File: config.mk
export PLATFORM = sky130hd
export DESIGN_NAME = display_scan_ctrl
export DESIGN_NICKNAME = d
export VERILOG_FILES = /design/src/rtl/display_scan_ctrl.sv
export SDC_FILE = /design/constraint.sdc
export NUM_CORES = 1
export LEC_CHECK = 0
export CAP_MARGIN = 10
export CORE_UTILIZATION = 35
export CTS_CLUSTER_DIAMETER = 60
export DETAILED_ROUTE_END_ITERATION = 10
export HOLD_SLACK_MARGIN = 0.08
export PLACE_DENSITY = 0.65
export SLEW_MARGIN = 20
export SYNTH_ARGS = -nofsm -noshare
export SYNTH_HDL_FRONTEND = slang
export SYNTH_SLANG_ARGS = --single-unit
File: constraint.sdc
create_clock -name clk -period 5.43 [get_ports clk]
set_input_delay 1.629 -clock clk [delete_from_list [all_inputs] [get_ports clk]]
set_output_delay 1.629 -clock clk [all_outputs]
set_load 0.1 [all_outputs]
File: src/rtl/display_scan_ctrl.sv
// display_scan_ctrl: time-multiplexed scan of an N-digit common-anode 7-segment bank.
// The prescaler paces the digit slots. The shadow digits only change at frame
// boundaries, so a displayed frame never mixes old and new digits. The outputs
// are registered and follow the digit index one cycle late.
module display_scan_ctrl #(
  parameter int N_DIG    = 4,
  parameter int PRESCALE = 50000,
  parameter int CNT_W    = 16
) (
  input  logic                 clk,
  input  logic                 reset,
  input  logic                 enable,
  input  logic [4*N_DIG-1:0]   bcd_in,
  input  logic                 load,
  input  logic                 blank_lz,
  output logic                 load_ack,
  output logic [3:0]           digito,
  output logic [N_DIG-1:0]     an,
  output logic                 blank,
  output logic                 frame_done
);

  localparam int IDX_W = (N_DIG > 2) ? $clog2(N_DIG) : 1;
  localparam logic [CNT_W-1:0] PS_LAST  = CNT_W'(PRESCALE - 1);
  localparam logic [IDX_W-1:0] IDX_LAST = IDX_W'(N_DIG - 1);

  logic [CNT_W-1:0]   prescaler_q, prescaler_d;
  logic [IDX_W-1:0]   idx_q, idx_d;
  logic [4*N_DIG-1:0] shadow_q, shadow_d;
  logic [4*N_DIG-1:0] staged_q, staged_d;
  logic               pend_q, pend_d;
  logic [N_DIG-1:0]   an_q, an_d;
  logic [3:0]         digito_q, digito_d;
  logic               blank_q, blank_d;
  logic               load_ack_q, load_ack_d;
  logic               frame_done_q, frame_done_d;

  logic               tick;
  logic               boundary;
  logic [3:0]         cur_dig;
  logic               upper_zero;

  // Pick the active digit, and check whether it and every more-significant digit are zero.
  always_comb begin
    cur_dig    = 4'd0;
    upper_zero = 1'b1;
    for (int k = 0; k < N_DIG; k++) begin
      if (idx_q == IDX_W'(k)) cur_dig = shadow_q[4*k +: 4];
      if (IDX_W'(k) >= idx_q && shadow_q[4*k +: 4] != 4'd0) upper_zero = 1'b0;
    end
  end

  // Compute the next state for the prescaler, the index, the load handshake and the output stage.
  always_comb begin
    tick         = enable && (prescaler_q == PS_LAST);
    boundary     = tick && (idx_q == IDX_LAST);

    prescaler_d  = prescaler_q;
    idx_d        = idx_q;
    shadow_d     = shadow_q;
    staged_d     = staged_q;
    pend_d       = pend_q;
    load_ack_d   = 1'b0;
    frame_done_d = boundary;

    if (enable) begin
      prescaler_d = (prescaler_q == PS_LAST) ? '0 : prescaler_q + 1'b1;
    end
    if (tick) begin
      idx_d = (idx_q == IDX_LAST) ? '0 : idx_q + 1'b1;
    end

    // A load in the boundary cycle goes straight to the shadow, so it takes no extra frame.
    if (boundary && (pend_q || load)) begin
      shadow_d   = load ? bcd_in : staged_q;
      pend_d     = 1'b0;
      load_ack_d = 1'b1;
    end else if (load) begin
      staged_d = bcd_in;
      pend_d   = 1'b1;
    end

    an_d     = enable ? ~(N_DIG'(1) << idx_q) : '1;
    digito_d = cur_dig;
    blank_d  = !enable || (cur_dig > 4'd9) ||
               (blank_lz && (idx_q != '0) && upper_zero);
  end

  // Register all state, with a synchronous reset.
  always_ff @(posedge clk) begin
    if (reset) begin
      prescaler_q  <= '0;
      idx_q        <= '0;
      shadow_q     <= '0;
      staged_q     <= '0;
      pend_q       <= 1'b0;
      an_q         <= '1;
      digito_q     <= 4'd0;
      blank_q      <= 1'b1;
      load_ack_q   <= 1'b0;
      frame_done_q <= 1'b0;
    end else begin
      prescaler_q  <= prescaler_d;
      idx_q        <= idx_d;
      shadow_q     <= shadow_d;
      staged_q     <= staged_d;
      pend_q       <= pend_d;
      an_q         <= an_d;
      digito_q     <= digito_d;
      blank_q      <= blank_d;
      load_ack_q   <= load_ack_d;
      frame_done_q <= frame_done_d;
    end
  end

  assign an         = an_q;
  assign digito     = digito_q;
  assign blank      = blank_q;
  assign load_ack   = load_ack_q;
  assign frame_done = frame_done_q;

endmodule

After elaboration in Yosys (flattened, before gate mapping) --
Cells that the tools add are included.
Cells by class: multiplexer cells 12, equality and inequality tests 4, reduce and logical (&&, ||, !) cells 21, shift-type cells 1, $add $sub $neg 2, order comparisons 5, bitwise logic cells 2
Operators with widths (number):
- $mux W16 | 2
- $add A16 B1 Y16 const B | 1
- $eq A16 B16 Y1 const B | 1
- $mux W4 | 4
- $reduce_bool A4 Y1 | 4
- $logic_and A1 B1 Y1 | 9
- $mux W1 | 5
- $eq A2 B2 Y1 const B | 2
- $ge A1 B2 Y1 const A | 2
- $ge A2 B2 Y1 const A | 2
- $gt A4 B4 Y1 const B | 1
- $not A4 Y4 | 1
- $reduce_or A2 Y1 | 2
- $shl A1 B2 Y4 const A | 1
- $logic_or A1 B1 Y1 | 3
- $add A2 B1 Y2 const B | 1
- $eq A2 B1 Y1 const B | 1
- $logic_not A2 Y1 | 1
- $mux W2 | 1
- $reduce_bool A2 Y1 | 1
- $logic_not A1 Y1 | 1
- $not A1 Y1 | 1
Word-level totals: output and inout bits 11, logic and storage cells 57, register bits after elaboration 62

Depth between registers and ports, before layout --
depth after elaboration 8, mapped depth 8, depth with buffers taken out 6

Worst setup path after synthesis --
OpenSTA, ideal clock, no wires.
kind input-to-reg, start point input enable, end point register shadow_q[10], buffers on the path 4, data required time 5300 ps, cell stages on the path 8, setup slack 2337 ps, arrival 2963 ps, library setup time 130 ps, path through buf_2 and3_1 clkbuf_1 and3_1 buf_4 o211a_2 buf_4 o32ai_1
On the way: longest elaborated chain between the ends 3
Ends and longest elaborated chain:
- from (decl) | line 12 | input logic enable,
- $logic_and A1 B1 Y1 | line 55 | tick = enable && (prescaler_q == PS_LAST);
- $logic_and A1 B1 Y1 | line 56 | boundary = tick && (idx_q == IDX_LAST);
- $logic_and A1 B1 Y1 | line 74 | if (boundary && (pend_q || load)) begin
- to (signal assigned) | line 105 | shadow_q <= shadow_d;
- to (decl) | line 29 | logic [4*N_DIG-1:0] shadow_q, shadow_d;
Every way passes these cells. A chain may end at the register's enable or synchronous reset.

==> out/metrics.cfg <==
[status]
status=complete, no violations

[placement]
gp_congestion=0.790
dpl_cell_area_um2=3490
port_buffers=31
place_ws_ns=1.49
hpwl_mm=4.83

[sta]
period_share_pct=65.9
fin_setup_tns_ns=0
fmax_mhz=280
tightest_slew_ns=1.04
setup_viol=0
slew_viol_final=0
slew_headroom_pct=30.4
fin_ws_ns=1.85
finalClockSkew_ns=0.0107
rsz0062_at_grt=no
hold_viol=0
fin_crit_ns=3.58

[grt]
grt_pass1_wl_mm=12.7
antenna_found_initial=0
grt_usage_pct=16.6
grt_max_degree=55
grt_pass1_vias=2587
grt_overflow=0

[cts]
cts_sinks=62
clockBufferDepth=2
htree_num_levels=3
cts-root-buf=clkbuf_8
insertion_delay_ns=0.34
cts_tree=done
clk_pin_slew_worst_paths_ns=0.06
post_cts_buffers=0
hold_buffers=0
cts_resized=0
cts_buffers=9

[die]
start_util_pct=36.0
pin_count=32
die_h_um=96.7
die-width_um=96.7
dieArea_um2=9360
num_rows=34
core_region_area_um2=8720

[power_and_ir_drop]
pwr_density_cell_nw_per_um2=261
switchingPower_mw=0.231
combPwrFrac_pct=8.6
p_clk_share_pct=42.0
seqPwrFrac_pct=49.4
peakVddDrop_mv=0.128
switching_share_pct=23.9
cellLeakagePower_nw=1.19
internal-power_mw=0.735

[layout]
drive_above_1_share_pct=7.01
nNetsFinal=393
stdcell_area_um2=3690
syn_to_final_growth_pct=17.6
diodes=0

[route]
vias=2793
via_per_inst=5.83
routed_wl_mm=7.46
firstDrtPassIters=5
drtIter0Drc=230
ant_nets=0
avgRoutedWirePerCell_um=15.6
remaining_drc_errors=0

[logic_synthesis]
synthTopCellsByArea=dfxtp_1 40%, o221ai_1 4.7%, a41oi_1 4.5%
synth_xor_area_share_pct=3.63
synth_cell_types=46
synth_top_family_by_area=compound AO/OA/AOI/OAI gates
yosysTopAreaCellShare_pct=39.5
ys_seq_area_share_pct=39.5
syn-cell-area_um2=3140
yosys_warnings=0
async_flop_share_pct=0
synth.largest_area_cell=dfxtp_1
synth_area_per_cell_um2=8.95
synth_edf_count=0
synthFlopType=dfxtp_1
synth-simple-area-share_pct=20.4
synth_commonest_cells=62 x dfxtp_1, 22 x inv_1, 21 x nor2_1, 20 x clkbuf_1
netlist_instances=351
yosysMostFrequentCell=dfxtp_1
synth_compound_area_share_pct=26.8
mappedNetlistNets=378
synth.mux.area_fraction_pct=0.319
synth_fa_ha_area_share_pct=2.39
ys_ff_latch=62

[run]
cap_violations=0

[critical_path]
worst_setup_path_end_kind=flop
critPathRequiredTime_ns=5.62
worstPathArrival_ns=3.77
critPathMaxFanout=16
startpoint_type=input port
worstSetupPathType=input port to flop

[hold_path]
min_path_type=flop to flop

[state kept, by name, indices dropped and copies added (netlist names)]
name         flops
blank            1
load_ack         1
shadow_q        16
prescaler_q     16
idx_q            2
an               4
digito           4
frame_done       1
pend_q           1
staged_q        16
[metal layers]
layer  GRT usage (%)  routed length (µm)
met1            23.3                3750
met2            24.3                3240
met3            3.90                 353
met4            7.12                 114
met5               0                   0
[power groups by stage]
stage / clock network, mW / logic, mW / registers, mW
floorplan: 0 / 0.0470 / 0.491
global placement: 0 / 0.0806 / 0.486
detailed placement: 0 / 0.0825 / 0.487
CTS: 0.413 / 0.0832 / 0.477
global route: 0.430 / 0.0918 / 0.478
finish: 0.405 / 0.0834 / 0.477
[cell usage in the layout (no fill, tap or decap), drive strengths merged, types with 6 or more instances in the layout]
cell / count
xnor2: 8
clkbuf: 14
nand2b: 16
o21ai: 6
a31oi: 16
a21oi: 9
a41oi: 16
nor2: 21
nand2: 11
o32ai: 16
dfxtp: 62
ha: 6
nand4: 7
inv: 22
nand3: 7
o221ai: 17
clkdlybuf4s50: 31
a21boi: 16
nand3b: 17
[through the flow]
stage / hold slack [ns] / total power, mW / util (%) / cells
2_1_floorplan: 0.432 / 0.538 / - / 351
3_3_place_gp: 0.443 / 0.567 / 40.0 / 463
3_5_place_dp: 0.454 / 0.570 / 40.0 / 463
4_1_cts: 0.463 / 0.973 / 42.4 / 479
5_1_grt: 0.515 / 1.00 / 42.4 / 479
6_report: 0.458 / 0.966 / 42.4 / 479
[cells by family after synthesis]
family                   after synthesis
AO/OA/AOI/OAI                        108
XOR/XNOR                              13
adder cells (fa/ha/maj)                6
buffers and inverters                 54
flip-flops                            62
multiplexers                           1
AND/OR/NAND/NOR                      107
[layout make-up]
| cell class | count | area [µm²] |
|---|---|---|
| inverter | 22 | 82.6 |
| tap | 108 | 135 |
| clock inverter | 2 | 12.5 |
| fill | 844 | 5030 |
| timing repair buffer | 36 | 348 |
| multi-input combinational | 235 | 1680 |
| clock buffer | 14 | 193 |
| sequential | 62 | 1240 |
[final timing paths]
path	from	endpoint	slack [ns]	cells past startpoint
max	enable	prescaler_q[0]$_SDFFE_PP0P_	1.85	5
max reg2reg	prescaler_q[4]$_SDFFE_PP0P_	shadow_q[14]$_SDFFE_PP0P_	3.04	4
min	shadow_q[12]$_SDFFE_PP0P_	digito[0]$_SDFF_PP0_	0.46	2
min reg2reg	shadow_q[12]$_SDFFE_PP0P_	digito[0]$_SDFF_PP0_	0.46	2
[worst max-delay path: stages]
cell and delay, ns:
clkdlybuf4s50_1 0.67, nand4_1 0.19, or4b_4 0.60, o21ai_2 0.56, nor2_1 0.13
No activity file was read; power rests on OpenSTA's default activity.
